--- config.mk ---
export PLATFORM = sky130hd
export DESIGN_NAME = confidence_tracker
export DESIGN_NICKNAME = d
export VERILOG_FILES = /design/src/rtl/confidence_tracker.sv
export SDC_FILE = /design/constraint.sdc
export NUM_CORES = 1
export LEC_CHECK = 0
export BUFFER_PORTS_ARGS = -buffer_cell sky130_fd_sc_hd__buf_2
export CORE_UTILIZATION = 57
export DETAILED_ROUTE_END_ITERATION = 6
export GPL_ROUTABILITY_DRIVEN = 1
export PLACE_DENSITY = 0.87
export SLEW_MARGIN = 10
export SYNTH_ARGS = -nofsm -noshare
export SYNTH_HDL_FRONTEND = slang
export SYNTH_SLANG_ARGS = --single-unit
--- constraint.sdc ---
create_clock -name CLK -period 2.7 [get_ports CLK]
set_clock_uncertainty 0.05 [all_clocks]
set_input_delay 0.135 -clock CLK [delete_from_list [all_inputs] [get_ports CLK]]
set_output_delay 0.135 -clock CLK [all_outputs]
set_load 0.05 [all_outputs]
--- src/rtl/confidence_tracker.sv ---
// Smooths the per-frame face confidence over a sliding window and applies
// hysteresis with a consecutive-update hold to produce a stable detect flag.
module confidence_tracker #(
   parameter int WINDOW      = 4,
   parameter int ON_THRESH   = 20,
   parameter int OFF_THRESH  = 12,
   parameter int HOLD_FRAMES = 3
) (
   input  logic        CLK,
   input  logic        RESET,
   input  logic        done,
   input  logic [0:4]  confidence,
   output logic [0:4]  avg_conf,
   output logic        face_detected,
   output logic        upd,
   output logic [15:0] frame_count
);

   localparam int L  = $clog2(WINDOW);
   localparam int SW = 5 + L;
   localparam logic [4:0] ON_T   = 5'(ON_THRESH);
   localparam logic [4:0] OFF_T  = 5'(OFF_THRESH);
   localparam logic [3:0] HOLD_T = 4'(HOLD_FRAMES);

   typedef enum logic {IDLE, DETECTED} state_e;

   logic                     done_q;
   logic                     accept;
   logic [WINDOW-1:0][4:0]   win_q, win_d;
   logic [SW-1:0]            sum_q, sum_d;
   logic [15:0]              fc_q, fc_d;
   logic                     vld_q, vld_d;
   logic [4:0]               avg_q, avg_d, avg_a;
   logic                     upd_q, upd_d;
   logic [3:0]               streak_q, streak_d, streak_inc;
   state_e                   state_q, state_d;
   logic                     qual;

   always_comb begin
      accept     = done & ~done_q;
      win_d      = win_q;
      sum_d      = sum_q;
      fc_d       = fc_q;
      vld_d      = accept;
      // Stage 1: slot 0 is the newest entry, slot WINDOW-1 the oldest.
      if (accept) begin
         win_d = {win_q[WINDOW-2:0], 5'(confidence)};
         sum_d = sum_q + SW'(confidence) - SW'(win_q[WINDOW-1]);
         fc_d  = fc_q + 16'd1;
      end

      // Stage 2 reads the registered sum, so a new frame entering stage 1 in
      // the same cycle does not disturb the average being published.
      avg_a      = 5'(sum_q >> L);
      streak_inc = streak_q + 4'd1;
      qual       = (state_q == IDLE) ? (avg_a >= ON_T) : (avg_a < OFF_T);
      avg_d      = avg_q;
      upd_d      = vld_q;
      streak_d   = streak_q;
      state_d    = state_q;
      if (vld_q) begin
         avg_d = avg_a;
         if (!qual) begin
            streak_d = 4'd0;
         end else if (streak_inc == HOLD_T) begin
            streak_d = 4'd0;
            state_d  = (state_q == IDLE) ? DETECTED : IDLE;
         end else begin
            streak_d = streak_inc;
         end
      end
   end

   always_ff @(posedge CLK) begin
      if (RESET) begin
         done_q   <= 1'b1;
         win_q    <= '0;
         sum_q    <= '0;
         fc_q     <= '0;
         vld_q    <= 1'b0;
         avg_q    <= '0;
         upd_q    <= 1'b0;
         streak_q <= '0;
         state_q  <= IDLE;
      end else begin
         done_q   <= done;
         win_q    <= win_d;
         sum_q    <= sum_d;
         fc_q     <= fc_d;
         vld_q    <= vld_d;
         avg_q    <= avg_d;
         upd_q    <= upd_d;
         streak_q <= streak_d;
         state_q  <= state_d;
      end
   end

   assign avg_conf      = avg_q;
   assign face_detected = (state_q == DETECTED);
   assign upd           = upd_q;
   assign frame_count   = fc_q;

endmodule

* Word level (Yosys, flattened, before mapping)
Cells that the tools add are included.
** Storage, ports and cells
- Output and inout port bits :: 23
- Bits in registers :: 56
- Bits of input ports :: 8
- Logic and storage cells :: 26
** Operators by class
- $lt $le $gt $ge :: 2
- Reduce and logical (&&, ||, !) cells :: 1
- Bitwise gates (word level) :: 2
- Equality and inequality tests :: 1
- $add $sub $neg :: 4
- Multiplexer cells :: 4
** Operators with widths (number)
- 16-bit by 1-bit adder with 16-bit output, second input constant :: 1
- 4-bit two-way mux :: 2
- 7-bit by 5-bit adder with 7-bit output :: 1
- 7-bit by 5-bit subtractor with 7-bit output :: 1
- 5-bit >= comparator, second input constant :: 1
- 5-bit by 4-bit less-than comparator with 1-bit output, second input constant :: 1
- 4-bit by 1-bit adder with 4-bit output, second input constant :: 1
- 4-bit by 2-bit == test with 1-bit output, second input constant :: 1
- 3-bit AND reduction :: 1
- 1-bit two-way mux :: 2
- 1-bit bitwise AND :: 1
- 1-bit NOT :: 1

* Depth between registers and ports, before layout
Gate-level depths: netlist of run 1.
- Word-level depth :: 4
- Mapped depth :: 10
- Mapped depth without buffers :: 10

* Worst setup path after synthesis of run 1
OpenSTA, ideal clock, no wires.
- Kind :: reg-to-reg
- From :: register sum_q[1]
- To :: register sum_q[6]
- Cell stages (with the launch flop) :: 9
- Setup time :: 106 ps
- Path buffers :: 0
- Arrival time :: 2069 ps
- Data required time :: 2544 ps
- Slack :: 475 ps
- Period minus slack after synthesis :: 2225 ps
- Cell sequence :: dfxtp_1 inv_1 fa_1 inv_1 fa_1 a21o_1 a211oi_1 nor2_1 o311ai_0
** Between the ends
- Cells in the longest elaborated chain, start to end :: 2
** RTL lines
- from (decl) :: line 30 : logic [SW-1:0] sum_q, sum_d;
- from (signal assigned) :: line 88 : sum_q <= sum_d;
- 7-bit by 5-bit adder with 7-bit output :: line 48 : sum_d = sum_q + SW'(confidence) - SW'(win_q[WINDOW-1]);
- 7-bit by 5-bit subtractor with 7-bit output :: line 48
No other way between the ends.
A chain may end at the register's enable or synchronous reset.

* Final worst setup path of run 1
Same ends and word-level chain as after synthesis.

==> results.sh, run 1 <==
export IMPL_grt_pass1_vias=2008
export IMPL_drive_gt1_share_pct=13.6
export IMPL_ant_nets=0
export IMPL_fillers=363
export IMPL_cellPowerDensity_nw_per_um2=524
export IMPL_vias_per_cell=5.38
export IMPL_switching_power_uw=372
export IMPL_drt_wl_total_mm=4.84
export IMPL_synth_top_cell_area_share_pct=42.3
export IMPL_synth_nets=344
export IMPL_num_vias=2137
export IMPL_ys_seq_area_share_pct=42.3
export IMPL_yosysTopAreaCell="dfxtp_1"
export IMPL_insertion_delay_ns=0.30
export IMPL_grt_max_degree=41
export IMPL_area_growth_pct=11.4
export IMPL_cts_root_buf="clkbuf_8"
export IMPL_syn_instance_count=318
export IMPL_rsz0062_at_grt="no"
export IMPL_finalCritPeriodShare_pct=87.1
export IMPL_setup_worst_path_end_class="register"
export IMPL_antenna_found_initial=0
export IMPL_synth_edf_count=0
export IMPL_placeableCoreArea_um2=4410
export IMPL_hold_buffers=1
export IMPL_initialDrtViolationCount=117
export IMPL_routedWlPerCell_um=12.2
export IMPL_setup_tns_ns=0
export IMPL_die_area_um2=4930
export IMPL_start_util_pct=60.1
export IMPL_relSlewSlack_pct=67.9
export IMPL_ir_worst_vdd_v=0.000360
export IMPL_drt_pass1_iter_count=4
export IMPL_ys_ff_latch=56
export IMPL_min_path_type="in -> reg"
export IMPL_fin_crit_ns=2.35
export IMPL_htree_levels=2
export IMPL_fin_nets=370
export IMPL_drc=0
export IMPL_hold_slack_ns=0.0277
export IMPL_arrival_ns=2.51
export IMPL_p_comb_share_pct=10.4
export IMPL_grt_total_usage_pct=21.3
export IMPL_total_power_uw=1550
export IMPL_synthFlopType="dfxtp_1"
export IMPL_num_rows=24
export IMPL_r2r_setup_slack_ns=0.35
export IMPL_hold_viol=0
export IMPL_synth_area_per_cell_um2=8.34
export IMPL_synth_most_common_cell="nand2_1"
export IMPL_cts_repair_resized=0
export IMPL_async_flop_share_pct=0
export IMPL_p_sw_share_pct=24.0
export IMPL_sequentialPowerShare_pct=54.9
export IMPL_ys_top_cells_by_count="60 x nand2_1, 56 x dfxtp_1, 29 x a21oi_1, 29 x nor2_1, 28 x inv_1"
export IMPL_internal_power_uw=1180
export IMPL_syn_area_um2=2650
export IMPL_pwr_share_clk_pct=34.7
export IMPL_cts_sinks=56
export IMPL_clk_pin_slew_worst_paths_ns=0.09
export IMPL_timing_worst_setup_path_type="reg -> reg"
export IMPL_worstMarginPinSlew_ns=0.480
export IMPL_ctsLongestPathBuffers=2
export IMPL_fin_util_pct=66.9
export IMPL_finalSetupViolCount=0
export IMPL_numPortBuffers=30
export IMPL_gp_congestion=0.842
export IMPL_synthTopCellsByArea="dfxtp_1 42%, nand2_1 8.5%, ha_1 6.1%"
export IMPL_cts_buffers=5
export IMPL_drv_slew=0
export IMPL_dp_hpwl_mm=3.28
export IMPL_gr_total_overflow=0
export IMPL_status="finished clean"
export IMPL_post_cts_buffers=0
export IMPL_antenna_cells=0
export IMPL_critPathMaxFanout=2
export IMPL_grt_pass1_wl_mm=8.51
export IMPL_ios=31
export IMPL_power_leakage_uw=0.00126
export IMPL_cts_tree="done"
export IMPL_ys_types=37
export IMPL_synth_warning_count=0
export IMPL_start_kind="register"
export IMPL_chipWidth_um=70.2
export IMPL_die_height_um=70.2
export IMPL_maxCapViolCount=0
export IMPL_fmax_mhz=425
export IMPL_worstPathRequired_ns=2.86
-- state kept, by name, summed over array words and instances (netlist names) --
name and cells:
done_q 1, win_q 20, upd 1, face_detected 1
frame_count 16, streak_q 4, sum_q 7, upd_d 1
avg_conf 5
-- worst max-delay path, stage by stage (launching register included) --
cell and delay, ns:
dfxtp_1 0.34, inv_1 0.05, fa_1 0.47, inv_1 0.07
fa_1 0.45, a21o_1 0.22, a211oi_1 0.23, nor2_1 0.08
o311ai_0 0.29
-- through the flow --
stage	cell area (um2)	setup slack, ns	instances
after global routing	2950	0.133	397
after detailed placement	2840	0.374	388
after floorplan	2650	0.475	318
after global placement	2840	0.416	388
final	2950	0.349	397
after CTS	2950	0.353	397
-- cell usage in the layout (no fill, tap or decap), types with 2 or more instances in the layout --
cell type,instances
nand2_1,60
dfxtp_1,56
buf_2,30
a21oi_1,29
nor2_1,29
inv_1,28
ha_1,13
nand3_1,9
xnor2_1,8
xor2_1,7
o21ai_0,6
nor3_1,6
mux2i_1,6
fa_1,5
clkbuf_8,5
a31oi_1,4
nand4_1,4
or3_1,4
a211oi_1,3
buf_4,3
a21o_1,2
nand3b_1,2
nor4b_1,2
o311ai_0,2
o31ai_1,2
and3_1,2
o211a_1,2
-- layer usage --
layer / track usage, % / share of wire [%]
met4: 10.2 / 2.2
met2: 36.0 / 48
met5: 0 / 0
met1: 26.2 / 47
met3: 3.90 / 3.2
-- layout make-up --
class                   count  area (um2)  share of cell area [%]
flip-flops and latches     56        1120                    38.0
multi-input cells         219        1370                    46.5
clock buffers               6        72.6                    2.46
repair buffers             34         183                    6.18
inverters                  28         105                    3.56
well taps                  52        65.1                    2.20
clock inverters             2        35.0                    1.19
-- final timing paths --
check                   startpoint                      to  depth (start not counted)
max reg2reg  sum_q[1]$_SDFFE_PP0P_   sum_q[6]$_SDFFE_PP0P_                          8
min reg2reg  win_q[5]$_SDFFE_PP0P_  win_q[10]$_SDFFE_PP0P_                          2
max          sum_q[1]$_SDFFE_PP0P_   sum_q[6]$_SDFFE_PP0P_                          8
min                  confidence[3]   win_q[1]$_SDFFE_PP0P_                          3
-- power by group through the flow --
stage	clock network, uW	registers [uW]	logic [uW]
2_1_floorplan	0	872	120
3_3_place_gp	0	869	151
3_5_place_dp	0	870	157
4_1_cts	552	851	160
5_1_grt	581	853	181
6_report	537	851	161
-- cells by family (layout without fill, tap and decap cells) --
| family | Yosys count | after routing | share of synthesized area [%] |
|---|---|---|---|
| and+or+nand+nor | 125 | 125 | 21.3 |
| DFF | 56 | 56 | 42.3 |
| buffers and inverters | 43 | 70 | 6.08 |
| AOI/OAI and AO/OA | 54 | 54 | 12.8 |
| xor gates and xnor gates | 15 | 15 | 4.95 |
| muxes | 7 | 7 | 2.69 |
| adders and majority gates | 18 | 18 | 9.91 |
Power figures use the tool's default switching activity.
==> inputs of run 2 (changes only) <==
--- a/config.mk
+++ b/config.mk
@@ -6,10 +6,11 @@
 export NUM_CORES = 1
 export LEC_CHECK = 0
 export BUFFER_PORTS_ARGS = -buffer_cell sky130_fd_sc_hd__buf_2
-export CORE_UTILIZATION = 57
+export CORE_UTILIZATION = 62
 export DETAILED_ROUTE_END_ITERATION = 6
 export GPL_ROUTABILITY_DRIVEN = 1
-export PLACE_DENSITY = 0.87
+export PLACE_DENSITY = 0.93
+export RECOVER_POWER = 100
 export SLEW_MARGIN = 10
 export SYNTH_ARGS = -nofsm -noshare
 export SYNTH_HDL_FRONTEND = slang
==> constraint.sdc (replaced) <==
create_clock -name CLK -period 3 [get_ports CLK]
set_clock_uncertainty 0.05 [all_clocks]
set_input_delay 0.15 -clock CLK [delete_from_list [all_inputs] [get_ports CLK]]
set_output_delay 0.15 -clock CLK [all_outputs]
set_load 0.05 [all_outputs]
==> results.sh, run 2 (same netlist as run 1, synthesis figures left out) <==
export IMPL_status="finished, violations left"
export IMPL_violations="max-capacitance violations, max-slew violations"
export IMPL_grt_total_usage_pct=24.2
export IMPL_clk_pin_slew_worst_paths_ns=0.10
export IMPL_rr_endpoint="sum_q[6]$_SDFFE_PP0P_"
export IMPL_holdPathEnd="done_q$_SDFF_PP1_"
export IMPL_final_common_cell="nand2_1"
export IMPL_cts_root_buf="clkbuf_8"
export IMPL_antenna_found_initial=0
export IMPL_hold_buffers=0
export IMPL_grt_pass1_vias=2009
export IMPL_finalSetupViolCount=0
export IMPL_grt_pass1_wl_mm=8.20
export IMPL_drive_gt1_share_pct=5.81
export IMPL_htree_levels=2
export IMPL_insertion_delay_ns=0.31
export IMPL_worstMarginPinSlew_ns=1.62
export IMPL_drc=0
export IMPL_drv_slew=40
export IMPL_relSlewSlack_pct=-7.99
export IMPL_worstPathRequired_ns=3.16
export IMPL_critPathTopFamily="adder cells"
export IMPL_fillers=318
export IMPL_hold_viol=0
export IMPL_setup_tns_ns=0
export IMPL_mostFrequentLayoutCells="60 x nand2_1, 56 x dfxtp_1, 29 x a21oi_1, 29 x nor2_1, 28 x inv_1"
export IMPL_worstHoldStart="done"
export IMPL_start_kind="register"
export IMPL_placeableCoreArea_um2=4060
export IMPL_dp_cells=386
export IMPL_num_rows=23
export IMPL_fin_crit_ns=2.37
export IMPL_rsz0062_at_grt="no"
export IMPL_reg2reg_from="sum_q[1]$_SDFFE_PP0P_"
export IMPL_cts_buffers=5
export IMPL_multi_input_area_um2=1360
export IMPL_fin_nets=369
export IMPL_numPortBuffers=30
export IMPL_path_buf_inv=2
export IMPL_area_growth_pct=9.25
export IMPL_cts_sinks=56
export IMPL_fin_cells=394
export IMPL_ant_nets=0
export IMPL_fin_util_pct=71.4
export IMPL_power_leakage_uw=0.00114
export IMPL_gp_congestion=0.751
export IMPL_ir_worst_vdd_v=0.000486
export IMPL_drt_pass1_iter_count=4
export IMPL_start_util_pct=65.4
export IMPL_cpMaxStageDelayCell="fa_1"
export IMPL_finalCritPeriodShare_pct=78.9
export IMPL_seq_area_um2=1120
export IMPL_grt_max_degree=40
export IMPL_die_height_um=67.4
export IMPL_top_register="win_q"
export IMPL_fmax_mhz=423
export IMPL_largest_reg_flops=20
export IMPL_cp_slowest_stage_delay_ns=0.47
export IMPL_ios=31
export IMPL_drt_wl_total_mm=4.83
export IMPL_timing_worst_setup_path_type="reg -> reg"
export IMPL_maxCapViolCount=1
export IMPL_dp_hpwl_mm=3.36
export IMPL_cts_repair_resized=0
export IMPL_hold_path_depth=2
export IMPL_routedWlPerCell_um=12.3
export IMPL_initialDrtViolationCount=113
export IMPL_ctsLongestPathBuffers=2
export IMPL_r2r_cells=8
export IMPL_setup_worst_path_end_class="register"
export IMPL_antenna_cells=0
export IMPL_r2r_setup_slack_ns=0.63
export IMPL_post_cts_buffers=0
export IMPL_chipWidth_um=67.4
export IMPL_cellPowerDensity_nw_per_um2=487
export IMPL_num_vias=2124
export IMPL_crit_chain="inv_1, fa_1, inv_1, fa_1, a21o_1, a211oi_1, nor2_1, o311ai_0"
export IMPL_gr_total_overflow=0
export IMPL_cts_tree="done"
export IMPL_vias_per_cell=5.39
export IMPL_min_path_type="in -> reg"
export IMPL_die_area_um2=4540
export IMPL_arrival_ns=2.53
export IMPL_critPathMaxFanout=2
run 2: worst max-delay path by stage:
stage / cells past startpoint / from / endpoint
6_report: 8 / sum_q[1]$_SDFFE_PP0P_ / sum_q[6]$_SDFFE_PP0P_
5_1_grt: 6 / done_q$_SDFF_PP1_ / frame_count[5]$_SDFFE_PP0P_
4_1_cts: 8 / sum_q[1]$_SDFFE_PP0P_ / sum_q[6]$_SDFFE_PP0P_
3_5_place_dp: 8 / sum_q[1]$_SDFFE_PP0P_ / sum_q[6]$_SDFFE_PP0P_
3_3_place_gp: 8 / sum_q[1]$_SDFFE_PP0P_ / sum_q[6]$_SDFFE_PP0P_
2_1_floorplan: 8 / sum_q[1]$_SDFFE_PP0P_ / sum_q[6]$_SDFFE_PP0P_
run 2: per-layer routing:
layer  vias up  GRT usage [%]  wire (um)
met1       987           28.1       2220
met2        31           42.6       2400
met4         0           9.57         72
met5         -              0          0
li1       1100              -          -
met3         6           5.74        136
run 2: worst reg2reg max path, stage by stage, from the launching register on:
cell	delay, ns
dfxtp_1	0.34
inv_1	0.05
fa_1	0.47
inv_1	0.07
fa_1	0.46
a21o_1	0.20
a211oi_1	0.24
nor2_1	0.09
o311ai_0	0.29
run 2: final cells by class:
class	count	share of cell area [%]
clock buffer	5	2.37
clock inverter	3	1.60
inverter	28	3.63
multi-input combinational	219	46.9
sequential	56	38.7
tap	50	2.16
timing repair buffer	33	4.66
run 2: metrics by stage:
step | cell area (um2) | hold WS, ns | worst slack (ns) | power [uW]
finish | 2900 | 0.0142 | 0.634 | 1410
global route | 2900 | 0.0104 | 0.455 | 1480
CTS | 2950 | 0.000168 | 0.661 | 1430
detailed placement | 2830 | 0.336 | 0.685 | 925
global placement | 2830 | 0.320 | 0.727 | 919
floorplan | 2650 | 0.207 | 0.775 | 893
run 2: report_power, final:
group | internal, uW | switching [uW] | total (uW) | leakage, uW
clock | 252 | 253 | 505 | 0.0000548
combinational | 53.8 | 86.8 | 141 | 0.000631
sequential | 754 | 11.0 | 765 | 0.000452
